==> src/rtl/mr_ifetch_pf_if.sv <==
`default_nettype none
// ============================================================================
//  Module   : mr_ifetch_pf_if
//  Brief    : Instruction-bus (Wishbone B4 pipelined read) and decode-side
//             bundle for the mr prefetching fetch unit.
//  Revision : 1.0  initial release
// ============================================================================
interface mr_ifetch_pf_if #(
    parameter int XLEN = 32
);
    // Wishbone instruction bus
    logic [XLEN-3:0] adr_o;
    logic [XLEN-1:0] dat_i;
    logic            stb_o;
    logic            stall_i;
    logic            ack_i;
    logic            err_i;
    logic            cyc_o;
    // Decode side
    logic [31:0]     inst;
    logic [XLEN-1:0] inst_pc;
    logic            inst_fault;
    logic            inst_valid;
    logic            id_ready;
    // Writeback redirect
    logic [XLEN-1:0] redir_pc;
    logic            redir_valid;

    // The fetch unit
    modport master (
        output adr_o, stb_o, cyc_o,
        input  dat_i, stall_i, ack_i, err_i,
        output inst, inst_pc, inst_fault, inst_valid,
        input  id_ready,
        input  redir_pc, redir_valid
    );

    // Bus slave, decode and writeback seen as one environment
    modport slave (
        input  adr_o, stb_o, cyc_o,
        output dat_i, stall_i, ack_i, err_i,
        input  inst, inst_pc, inst_fault, inst_valid,
        output id_ready,
        output redir_pc, redir_valid
    );
endinterface
`default_nettype wire

==> src/rtl/mr_ifetch_pf.sv <==
`default_nettype none
// ============================================================================
//  Module   : mr_ifetch_pf
//  Brief    : Prefetching instruction fetch unit. Keeps up to DEPTH pipelined
//             word reads in flight, buffers responses in an in-order FIFO,
//             flushes on redirect and tags bus errors as faulting packets.
//  Revision : 1.0  initial release
// ============================================================================
module mr_ifetch_pf #(
    parameter int              XLEN      = 32,
    parameter int              DEPTH     = 4,
    parameter logic [XLEN-1:0] RESET_VEC = '0
) (
    input  wire logic      clk,
    input  wire logic      rst,
    mr_ifetch_pf_if.master bus
);

    localparam int PW = $clog2(DEPTH);   // pointer width
    localparam int CW = PW + 1;          // counter width, holds 0..DEPTH

    // Registered control state
    logic [XLEN-1:0] fetch_pc_q, fetch_pc_d;
    logic [CW-1:0]   count_q,    count_d;
    logic [CW-1:0]   inflight_q, inflight_d;
    logic [CW-1:0]   discard_q,  discard_d;
    logic            halted_q,   halted_d;
    logic            stb_q,      stb_d;
    logic            cyc_q,      cyc_d;
    logic [PW-1:0]   rd_ptr_q,   rd_ptr_d;
    logic [PW-1:0]   wr_ptr_q,   wr_ptr_d;
    logic [PW-1:0]   pq_rd_q,    pq_rd_d;
    logic [PW-1:0]   pq_wr_q,    pq_wr_d;

    // Storage: instruction FIFO and the PC of each issued request
    logic [31:0]     fifo_data_q  [DEPTH];
    logic [XLEN-1:0] fifo_pc_q    [DEPTH];
    logic            fifo_fault_q [DEPTH];
    logic [XLEN-1:0] pcq_q        [DEPTH];

    logic            w_accept;
    logic            w_resp;
    logic            w_drop;
    logic            w_push;
    logic            w_pop;
    logic            w_fifo_we;
    logic [CW:0]     w_credit;

    // Responses with nothing outstanding (e.g. after a reset) are ignored.
    assign w_accept  = stb_q & ~bus.stall_i;
    assign w_resp    = (bus.ack_i | bus.err_i) & (inflight_q != '0);
    assign w_drop    = w_resp & (discard_q != '0);
    assign w_push    = w_resp & ~w_drop;
    assign w_pop     = (count_q != '0) & bus.id_ready;
    assign w_fifo_we = w_push & ~bus.redir_valid;

    // Next-state: issue accounting, FIFO occupancy, redirect flush and credit
    always_comb begin
        fetch_pc_d = fetch_pc_q;
        inflight_d = inflight_q + CW'(w_accept) - CW'(w_resp);
        count_d    = count_q + CW'(w_push) - CW'(w_pop);
        discard_d  = discard_q - CW'(w_drop);
        halted_d   = halted_q | (w_push & bus.err_i);
        rd_ptr_d   = rd_ptr_q + PW'(w_pop);
        wr_ptr_d   = wr_ptr_q + PW'(w_push);
        pq_rd_d    = pq_rd_q + PW'(w_resp);
        pq_wr_d    = pq_wr_q + PW'(w_accept);
        w_credit   = '0;
        stb_d      = 1'b0;
        cyc_d      = 1'b0;

        if (w_accept) begin
            fetch_pc_d = fetch_pc_q + XLEN'(4);
        end

        // Everything still outstanding after this edge belongs to the old
        // stream, so it all becomes discard credit.
        if (bus.redir_valid) begin
            fetch_pc_d = bus.redir_pc & ~XLEN'(3);
            count_d    = '0;
            rd_ptr_d   = wr_ptr_q;
            wr_ptr_d   = wr_ptr_q;
            discard_d  = inflight_d;
            halted_d   = 1'b0;
        end

        // Only request when the FIFO is guaranteed room for every reply.
        w_credit = {1'b0, inflight_d} + {1'b0, count_d};
        stb_d    = ~halted_d & ~bus.redir_valid & (w_credit < (CW+1)'(DEPTH));
        cyc_d    = stb_d | (inflight_d != '0);
    end

    // Control state registers
    always_ff @(posedge clk) begin
        if (rst) begin
            fetch_pc_q <= RESET_VEC;
            count_q    <= '0;
            inflight_q <= '0;
            discard_q  <= '0;
            halted_q   <= 1'b0;
            stb_q      <= 1'b0;
            cyc_q      <= 1'b0;
            rd_ptr_q   <= '0;
            wr_ptr_q   <= '0;
            pq_rd_q    <= '0;
            pq_wr_q    <= '0;
        end else begin
            fetch_pc_q <= fetch_pc_d;
            count_q    <= count_d;
            inflight_q <= inflight_d;
            discard_q  <= discard_d;
            halted_q   <= halted_d;
            stb_q      <= stb_d;
            cyc_q      <= cyc_d;
            rd_ptr_q   <= rd_ptr_d;
            wr_ptr_q   <= wr_ptr_d;
            pq_rd_q    <= pq_rd_d;
            pq_wr_q    <= pq_wr_d;
        end
    end

    // Data storage; contents are only meaningful under the occupancy counters
    always_ff @(posedge clk) begin
        if (w_accept) begin
            pcq_q[pq_wr_q] <= fetch_pc_q;
        end
        if (w_fifo_we) begin
            fifo_data_q[wr_ptr_q]  <= bus.dat_i[31:0];
            fifo_pc_q[wr_ptr_q]    <= pcq_q[pq_rd_q];
            fifo_fault_q[wr_ptr_q] <= bus.err_i;
        end
    end

    assign bus.adr_o      = fetch_pc_q[XLEN-1:2];
    assign bus.stb_o      = stb_q;
    assign bus.cyc_o      = cyc_q;
    assign bus.inst_valid = (count_q != '0);
    assign bus.inst       = fifo_data_q[rd_ptr_q];
    assign bus.inst_pc    = fifo_pc_q[rd_ptr_q];
    assign bus.inst_fault = (count_q != '0) & fifo_fault_q[rd_ptr_q];

endmodule
`default_nettype wire

==> src/flat_wrapper.sv <==
// flat-port wrapper written by rule: the top's interface ports become plain ports
module mr_ifetch_pf_flat 
#(
    parameter int              XLEN      = 32,
    parameter int              DEPTH     = 4,
    parameter logic [XLEN-1:0] RESET_VEC = '0
)
  (clk, rst, bus_adr_o, bus_stb_o, bus_cyc_o, bus_dat_i, bus_stall_i, bus_ack_i, bus_err_i, bus_inst, bus_inst_pc, bus_inst_fault, bus_inst_valid, bus_id_ready, bus_redir_pc, bus_redir_valid);
  mr_ifetch_pf_if #(.XLEN(XLEN)) bus_i ();
  input  wire logic clk;
  input  wire logic rst;
  output wire logic [$bits(bus_i.adr_o)-1:0] bus_adr_o;
  output wire logic [$bits(bus_i.stb_o)-1:0] bus_stb_o;
  output wire logic [$bits(bus_i.cyc_o)-1:0] bus_cyc_o;
  input wire logic [$bits(bus_i.dat_i)-1:0] bus_dat_i;
  input wire logic [$bits(bus_i.stall_i)-1:0] bus_stall_i;
  input wire logic [$bits(bus_i.ack_i)-1:0] bus_ack_i;
  input wire logic [$bits(bus_i.err_i)-1:0] bus_err_i;
  output wire logic [$bits(bus_i.inst)-1:0] bus_inst;
  output wire logic [$bits(bus_i.inst_pc)-1:0] bus_inst_pc;
  output wire logic [$bits(bus_i.inst_fault)-1:0] bus_inst_fault;
  output wire logic [$bits(bus_i.inst_valid)-1:0] bus_inst_valid;
  input wire logic [$bits(bus_i.id_ready)-1:0] bus_id_ready;
  input wire logic [$bits(bus_i.redir_pc)-1:0] bus_redir_pc;
  input wire logic [$bits(bus_i.redir_valid)-1:0] bus_redir_valid;
  assign bus_adr_o = bus_i.adr_o;
  assign bus_stb_o = bus_i.stb_o;
  assign bus_cyc_o = bus_i.cyc_o;
  assign bus_i.dat_i = bus_dat_i;
  assign bus_i.stall_i = bus_stall_i;
  assign bus_i.ack_i = bus_ack_i;
  assign bus_i.err_i = bus_err_i;
  assign bus_inst = bus_i.inst;
  assign bus_inst_pc = bus_i.inst_pc;
  assign bus_inst_fault = bus_i.inst_fault;
  assign bus_inst_valid = bus_i.inst_valid;
  assign bus_i.id_ready = bus_id_ready;
  assign bus_i.redir_pc = bus_redir_pc;
  assign bus_i.redir_valid = bus_redir_valid;
  mr_ifetch_pf #(.XLEN(XLEN), .DEPTH(DEPTH), .RESET_VEC(RESET_VEC)) u_core (.clk(clk), .rst(rst), .bus(bus_i));
endmodule
==> config.mk <==
export PLATFORM = sky130hd
export DESIGN_NAME = mr_ifetch_pf_flat
export DESIGN_NICKNAME = d
export VERILOG_FILES = /design/src/rtl/mr_ifetch_pf_if.sv /design/src/rtl/mr_ifetch_pf.sv /design/src/flat_wrapper.sv
export SDC_FILE = /design/constraint.sdc
export NUM_CORES = 1
export LEC_CHECK = 0
export BUFFER_PORTS_ARGS = -buffer_cell sky130_fd_sc_hd__buf_2
export CAP_MARGIN = 5
export CORE_UTILIZATION = 55
export CTS_CLUSTER_DIAMETER = 80
export CTS_CLUSTER_SIZE = 10
export DETAILED_ROUTE_END_ITERATION = 10
export PLACE_DENSITY = 0.75
export RECOVER_POWER = 25
export SETUP_SLACK_MARGIN = 0.5
export SLEW_MARGIN = 5
export SYNTH_ARGS = -nofsm -noshare
export SYNTH_HDL_FRONTEND = slang
export SYNTH_SLANG_ARGS = --single-unit
==> constraint.sdc <==
create_clock -name clk -period 10.6 [get_ports clk]
set_input_delay 2.12 -clock clk [delete_from_list [all_inputs] [get_ports clk]]
set_output_delay 2.12 -clock clk [all_outputs]
set_load 0.03 [all_outputs]
; Word level (Yosys, flattened, before mapping)
; Memory sizes are Yosys's and may differ from the RTL's. A register that Yosys moved wholly into a read port is not among the register bits.
; Cells that the tools add are included.
[classes]
mul = 0
order_cmp = 1
bitwise = 17
n_eq_ne = 0
n_reduce_logical = 6
mux = 14
div = 0
add_sub_neg = 11
n_shift = 0
[op_table]
columns = op, count
row1 = $mux W32, 2
row2 = $add A32 B3 Y32 const B, 1
row3 = $reduce_bool A3 Y1, 4
row4 = $and A1 B1 Y1, 10
row5 = $mux W2, 5
row6 = $sub A3 B1 Y3, 3
row7 = $add A2 B1 Y2, 4
row8 = $add A3 B1 Y3, 2
row9 = $mux W3, 2
row10 = $mux W1, 5
row11 = $add A3 B3 Y4, 1
row12 = $lt A4 B3 Y1 const B, 1
row13 = $not A1 Y1, 4
row14 = $or A1 B1 Y1, 3
row15 = $reduce_bool A2 Y1, 1
row16 = $reduce_or A2 Y1, 1
[word_totals]
out_inout_bits = 98
ram_bits = 388
mem_bits_ro = 0
regBits = 52
inputBits = 71
wordCells = 65
memories = 4
latch_bits = 0
[memory_table]
columns = memory, depth, word_bits, read_ports, rd_clocked_by_memory_dff, write_ports, line_no
row1 = u_core.fifo_data_q, 4, 32, 1, 1, 1, mr_ifetch_pf.sv:36  ; logic [31:0] fifo_data_q [DEPTH];
row2 = u_core.fifo_pc_q, 4, 32, 1, 1, 1, mr_ifetch_pf.sv:37  ; logic [XLEN-1:0] fifo_pc_q [DEPTH];
row3 = u_core.pcq_q, 4, 32, 1, 1, 1, mr_ifetch_pf.sv:39  ; logic [XLEN-1:0] pcq_q [DEPTH];
row4 = u_core.fifo_fault_q, 4, 1, 1, 1, 1, mr_ifetch_pf.sv:38  ; logic fifo_fault_q [DEPTH];

; Longest topological paths before layout
; Gate-level depths: netlist of the first run.
[logic_depth]
word_depth = 12
depth_mapped = 13
mapped_depth_nobuf = 13

; Worst setup path after synthesis of the first run
; OpenSTA, ideal clock, no wires.
[synth_timing]
path_type = input to register
start = input port bus_err_i
end = memory u_core.fifo_data_q[1][0], enable pin
arrival_ns = 7.375
n_path_buf = 1
setup_time_ns = 0.575
slack_ns = 2.651
t_required_ns = 10.025
stages = 5
path_cell_list = o32a_1 > and2_1 > clkbuf_1 > nand2_1 > nor3b_1
[synth_via]
elab_chain_cells = 8
[synth_rtl]
columns = item, line_no
row1 = "start, declared", flat_wrapper.sv:18  ; input wire logic [$bits(bus_i.err_i)-1:0] bus_err_i;
row2 = $or A1 B1 Y1 *, mr_ifetch_pf.sv:51  ; assign w_resp = (bus.ack_i | bus.err_i) & (inflight_q != '0);
row3 = $and A1 B1 Y1 *, mr_ifetch_pf.sv:51
row4 = $and A1 B1 Y1, mr_ifetch_pf.sv:52  ; assign w_drop = w_resp & (discard_q != '0);
row5 = $not A1 Y1, mr_ifetch_pf.sv:53  ; assign w_push = w_resp & ~w_drop;
row6 = $and A1 B1 Y1 *, mr_ifetch_pf.sv:53
row7 = $and A1 B1 Y1 *, mr_ifetch_pf.sv:55  ; assign w_fifo_we = w_push & ~bus.redir_valid;
row8 = $mux W1 *, mr_ifetch_pf.sv:127  ; if (w_fifo_we) begin
row9 = $mux W1 (implied by the code) *, mr_ifetch_pf.sv:128  ; fifo_data_q[wr_ptr_q] <= bus.dat_i[31:0];
row10 = "end, declared", mr_ifetch_pf.sv:36
; Mark *: on every way between the ends. The rest lies on a longest branch, timed or not.

==> run_results.csv, run 1 <==
group,metric,value,unit
status,outcome,"finished with violations",
status,violations,"max-capacitance violations, max-slew violations",
sta,max_freq,201.2,MHz
layout,fillCellCount,1986,
layout,final_net_count,1104,
detailed_routing,drt_first_iter_violations,675,
synth,top_cell_type_by_total_area_after_synthesis,"edfxtp_1",
detailed_routing,routedWlPerCell,21.74,um
floorplan,die_w,174.0,um
sta,slew_hr,-32.82,%
pwr,vdd_drop_max,0.0001288,V
global_routing,grt_overflow_total,0,
placement,globalplace.congestion,0.8243,
worst_setup_path,criticalPathCategory,"flip-flop to output port",
sta,worst_clock_skew,19.84,ps
pwr,cellLeakagePower,6.132,nW
synth,synth_cell_types,60,
sta,fin_setup_tns,0,ps
detailed_routing,dr_total_vias,8371,
worst_setup_path,timing.critical_path.from_type,"flip-flop",
sta,report.final.slew_viol_count,32,
layout,seq_area,0.01218,sq mm
clocking,clock_sinks,422,
clocking,cts_htree_levels,2,
synth,synth_seq_area_share,74.81,%
floorplan,rows,62,
pwr,pwr_density_cell,226.2,mW/mm^2
clocking,total_cts_buffers,48,
clocking,cts.hold.buffers_added,0,
synth,netlist.area_leader.share,68.66,%
clocking,tritoncts,"yes",
min_path,holdPathEnd,"u_core.halted_q",
min_path,kind_of_path_behind_the_tightest_hold_check,"flip-flop to flip-flop",
synth,synth.ff_latch_count,422,
clocking,worst_setup_hold_path_clk_slew,60,ps
synth,ys.warnings.count,0,
placement,post_detail_place_hpwl,17930,um
detailed_routing,detail_route.drc_violations,0,
worst_setup_path,reg2reg_from,"u_core.bus.stb_o",
min_path,worstHoldStart,"u_core.halted_q",
global_routing,antenna_found_initial,1,
worst_setup_path,arrival,2850,ps
floorplan,core_region_area,0.02894,sq mm
sta,timing.hold.ws,510.6,ps
synth,post_synth_main_area_contributors,"edfxtp_1 (69%), mux4_2 (13%), dfxtp_1 (6.2%), nor2_1 (0.92%), ha_1 (0.77%)",
clocking,cts_setup_buffers,0,
synth,synthesis.instances,837,
worst_setup_path,crit_required,8480,ps
synth,post_synth.cell_area_avg,19.44,sq um
clocking,cts-root-to-sink-buffers,3,
clocking,cts_root_buf,"clkbuf_16",
detailed_routing,detail_route.wirelength,31000,um
sta,hold_viol,0,
synth,synth_top_cells_by_count,"edfxtp_1 (372), mux4_2 (93), dfxtp_1 (50)",
global_routing,vias_in_the_first_global_route,8460,
detailed_routing,route.detailed.vias_per_inst,5.870,
layout,post_route_cells_drive_above_1_share,30.07,%
layout,area_of_combinational_cells_with_multiple_inputs,0.003832,sq mm
global_routing,pin_count_of_the_biggest_net_entering_global_routing,65,
worst_setup_path,worst_reg_to_reg_setup_slack,7450,ps
detailed_routing,firstDrtPassIters,5,
synth,synth-edff-count,372,
synth,synth_ff_type,"edfxtp_1",
placement,port-buffer-count,164,
floorplan,i_o_pin_total,169,
detailed_routing,drtAntennaViolNets,0,
min_path,whs_path_cells,2,
global_routing,global_route_wire_length_before_repair,48160,um
sta,slew_at_the_pin_closest_to_its_max_slew_limit,1992,ps
synth,synth.cell_area,0.01627,sq mm
sta,min_period,4970,ps
synth,async_sr_flop_fraction,0,%
worst_setup_path,crit_path_max_fanout,44,
job,cap_viol_max_count,1,
worst_setup_path,timing.critical_path.to_type,"output port",
floorplan,die_area,0.03027,sq mm
clocking,cts_repair_resize_count,0,
global_routing,groute.usage.overall,21.02,%
floorplan,chipHeight,174.0,um
layout,areaGrowthSynthToFinish,15.33,%
floorplan,initial_core_utilization,56.23,%
pwr,p_total,4.246,mW
sta,unrepaired_setup_endpoints_after_global_routing,"false",
sta,final.period_utilization,46.88,%
worst_setup_path,worst_reg2reg_path_endpoint,"u_core.bus.cyc_o",
synth,synth_most_common_cell,"edfxtp_1",
worst_setup_path,r2r.worst_path.cells,12,
sta,finalSetupViolCount,0,
clocking,clock_insertion_delay_worst_skew,540,ps
-- logic make-up (layout without fill, tap and decap cells) --
| family | Yosys count | in the layout | synth area share (%) |
|---|---|---|---|
| flip-flops | 422 | 422 | 74.81 |
| buffers and inverters | 64 | 267 | 1.846 |
| AO/OA/AOI/OAI | 62 | 62 | 2.853 |
| adder cells (fa/ha/maj) | 12 | 12 | 1.015 |
| multiplexers | 93 | 93 | 12.87 |
| XOR/XNOR | 22 | 22 | 1.184 |
| other | 1 | 3 | 0.02305 |
| AND/OR/NAND/NOR | 161 | 161 | 5.398 |
-- final cells by class --
class | instances | share of cell area, %
Multi-Input combinational cell | 352 | 20.42
Inverter | 22 | 0.4401
Timing Repair Buffer | 175 | 4.621
Antenna cell | 1 | 0.01334
Tap cell | 384 | 2.560
Sequential cell | 422 | 64.91
Clock buffer | 67 | 6.894
Clock inverter | 3 | 0.1400
-- flip-flops by register name (all words and copies together), names as in the netlist --
name,count
u_core.fifo_fault_q,4
u_core.rd_ptr_q,2
u_core.wr_ptr_q,2
u_core.bus.cyc_o,1
u_core.fifo_pc_q,120
u_core.pcq_q,120
u_core.pq_wr_q,2
u_core.fetch_pc_q,30
u_core.fifo_data_q,128
u_core.bus.stb_o,1
u_core.halted_q,1
u_core.inflight_q,3
u_core.discard_q,3
u_core.pq_rd_q,2
u_core.count_q,3
-- worst max path at each step --
stage,from,to,cells after the start
2_1_floorplan,bus_err_i,u_core.fifo_data_q[1][0],5
3_3_place_gp,bus_stall_i,u_core.bus.cyc_o,13
3_5_place_dp,bus_stall_i,u_core.bus.cyc_o,13
4_1_cts,u_core.rd_ptr_q[0],bus_inst_pc[10],3
5_1_grt,u_core.rd_ptr_q[0],bus_inst_pc[10],3
6_report,u_core.rd_ptr_q[0],bus_inst_pc[10],3
-- per-layer routing --
metal / wire length, um / track usage, % / up-vias
met5: 0 / 0 / -
met4: 509 / 5.300 / 0
met3: 1837 / 4.003 / 41
met2: 15240 / 34.15 / 299
met1: 13410 / 29.65 / 4246
li1: - / - / 3785
-- worst max-delay path: stages, from the launching register on --
cell     delay, ps
dfxtp_4        660
buf_4          780
mux4_2         610
buf_2          190
-- per-stage QoR --
step | worst slack (ps) | std cells | utilization [%] | area [sq um]
finish | 5630 | 1426 | 64.85 | 18770
global route | 5413 | 1425 | 64.84 | 18760
CTS | 5524 | 1425 | 64.97 | 18800
detailed placement | 5514 | 1355 | 60.41 | 17480
global placement | 5583 | 1355 | 60.41 | 17480
floorplan | 2651 | 838 | - | 16270
-- cell usage in the layout (no fill, tap or decap), drive strengths merged, types with 7 or more instances in the layout --
master / count
a211oi: 14
a21oi: 7
a311oi: 10
buf: 148
clkbuf: 94
dfxtp: 50
edfxtp: 372
ha: 10
inv: 24
mux4: 93
nand2: 26
nand3: 16
nand4: 8
nor2: 40
nor2b: 8
nor3: 12
nor4: 10
o21ai: 7
or3: 7
or4: 9
xnor2: 14
xor2: 8
-- where the power goes --
part | internal, mW | leakage (nW) | switching [mW] | total [mW]
Clock | 0.837 | 0.639 | 0.578 | 1.41
Combinational | 0.298 | 1.70 | 0.467 | 0.765
Sequential | 1.99 | 3.79 | 0.0717 | 2.07
Total | 3.13 | 6.13 | 1.12 | 4.25
Note: power is estimated with default switching activity, not from simulation.
==> inputs of run 2 (changes only) <==
Clock period 10.6 ns to 4.9 ns, I/O delays scaled along.
==> run_results.csv, run 2 (synthesis gave the netlist of run 1 again) <==
group,metric,value,unit
layout,largest_register_ffs,128,
clocking,tritoncts,"yes",
worst_setup_path,crit_required,3920,ps
placement,globalplace.congestion,0.8540,
sta,final.period_utilization,72.51,%
placement,post_detail_place_hpwl,19010,um
worst_setup_path,timing.critical_path.buf_inv,2,
detailed_routing,detail_route.drc_violations,0,
layout,final_cell_mix,"edfxtp_1 (372), buf_2 (132), mux4_2 (93), clkbuf_16 (49), clkbuf_1 (49)",
sta,timing.hold.ws,523.0,ps
detailed_routing,dr_total_vias,8509,
worst_setup_path,timing.critical_path.max_delay_family,"flip-flops",
clocking,clock_sinks,422,
detailed_routing,drtAntennaViolNets,0,
global_routing,antenna_found_initial,0,
clocking,cts_root_buf,"clkbuf_16",
layout,top_regs,"u_core.fifo_data_q: 128 flops, u_core.fifo_pc_q: 120 flops, u_core.pcq_q: 120 flops",
worst_setup_path,series_of_cell_instances_along_the_critical_path,"buf_12, mux4_2, buf_2",
sta,finalSetupViolCount,0,
detailed_routing,detail_route.wirelength,32070,um
sta,unrepaired_setup_endpoints_after_global_routing,"false",
placement,pre_cts_slack,1145,ps
layout,areaGrowthSynthToFinish,16.00,%
clocking,cts.hold.buffers_added,0,
placement,placed_insts,1358,
worst_setup_path,max_stage_delay,900,ps
sta,slew_at_the_pin_closest_to_its_max_slew_limit,1194,ps
clocking,worst_setup_hold_path_clk_slew,60,ps
floorplan,rows,62,
sta,slew_hr,19.76,%
sta,min_period,3553,ps
layout,regMostFlops,"u_core.fifo_data_q",
placement,placed_area,0.01760,sq mm
pwr,cellLeakagePower,6.147,nW
worst_setup_path,timing.critical_path.from_type,"flip-flop",
sta,setup_ws,1347,ps
clocking,clock_insertion_delay_worst_skew,540,ps
pwr,vdd_drop_max,0.0003313,V
floorplan,die_area,0.03027,sq mm
worst_setup_path,criticalPathCategory,"flip-flop to output port",
clocking,total_cts_buffers,48,
layout,layout_commonest_cell,"edfxtp_1",
worst_setup_path,timing.critical_path.to_type,"output port",
layout,stdcell_area,0.01887,sq mm
clocking,cts-root-to-sink-buffers,3,
worst_setup_path,arrival,2570,ps
clocking,cts_repair_resize_count,0,
worst_setup_path,crit_path_max_fanout,37,
layout,antenna-diode-count,0,
status,outcome,"complete, no violations",
floorplan,initial_core_utilization,56.23,%
clocking,cts_setup_buffers,0,
detailed_routing,route.detailed.vias_per_inst,5.963,
sta,worst_clock_skew,14.67,ps
global_routing,global_route_wire_length_before_repair,49780,um
global_routing,grt_overflow_total,0,
floorplan,i_o_pin_total,169,
sta,hold_viol,0,
layout,final_net_count,1107,
sta,fin_setup_tns,0,ps
layout,layoutNonFillerInstCount,1427,
pwr,p_total,9.244,mW
pwr,pwr_density_cell,489.8,mW/mm^2
detailed_routing,routedWlPerCell,22.47,um
clocking,cts_htree_levels,2,
job,cap_viol_max_count,0,
placement,port-buffer-count,164,
sta,report.final.slew_viol_count,0,
floorplan,die_w,174.0,um
detailed_routing,drt_first_iter_violations,688,
layout,post_route_cells_drive_above_1_share,30.01,%
global_routing,vias_in_the_first_global_route,8462,
worst_setup_path,cp_slowest_cell,"dfxtp_4",
global_routing,groute.usage.overall,21.84,%
layout,utilization,65.23,%
global_routing,pin_count_of_the_biggest_net_entering_global_routing,65,
floorplan,chipHeight,174.0,um
floorplan,core_region_area,0.02894,sq mm
detailed_routing,firstDrtPassIters,6,
sta,max_freq,281.5,MHz
min_path,kind_of_path_behind_the_tightest_hold_check,"flip-flop to flip-flop",
## run 2: cell count changes in the layout (fill, tap and decap cells not counted), sizes merged
cell    previous run  this run
diode              1         0
clkbuf            94        98
buf              148       146
## run 2: final cells by class
class	count	area (sq um)
tap	384	480.5
inverter	22	82.58
clock inverter	3	26.28
fill	1968	10060
timing repair buffer	178	960.9
multi-input combinational	352	3852
sequential	422	12180
clock buffer	66	1290
## run 2: path summary, 6_finish.rpt
| check | end | from | slack (ps) | cells past startpoint |
|---|---|---|---|---|
| worst min register to register | u_core.halted_q | u_core.halted_q | 520 | 2 |
| worst max register to register | u_core.fetch_pc_q[20] | u_core.fetch_pc_q[14] | 1780 | 4 |
| worst max-delay path | bus_inst_pc[24] | u_core.rd_ptr_q[0] | 1350 | 3 |
| worst min-delay path | u_core.halted_q | u_core.halted_q | 520 | 2 |
## run 2: power by group
| group | switching, mW | internal (mW) | total, mW |
|---|---|---|---|
| clock | 1.28 | 1.81 | 3.09 |
| sequential | 0.217 | 4.31 | 4.53 |
| combinational | 0.969 | 0.659 | 1.63 |
## run 2: worst reg2reg max path, stage by stage, from the launching register on
cell	delay, ps
dfxtp_1	610
nand4_1	560
nor4_2	1140
a311oi_1	240
a2111oi_0	420
## run 2: per-layer routing
| layer | part of all wire, % | GRT usage (%) | wire length (um) | vias to the layer above |
|---|---|---|---|---|
| li1 | - | - | - | 3783 |
| met1 | 42 | 30.47 | 13590 | 4295 |
| met2 | 48 | 35.08 | 15260 | 352 |
| met3 | 6.9 | 3.871 | 2216 | 79 |
| met4 | 3.1 | 7.566 | 999 | 0 |
| met5 | 0 | 0 | 0 | - |
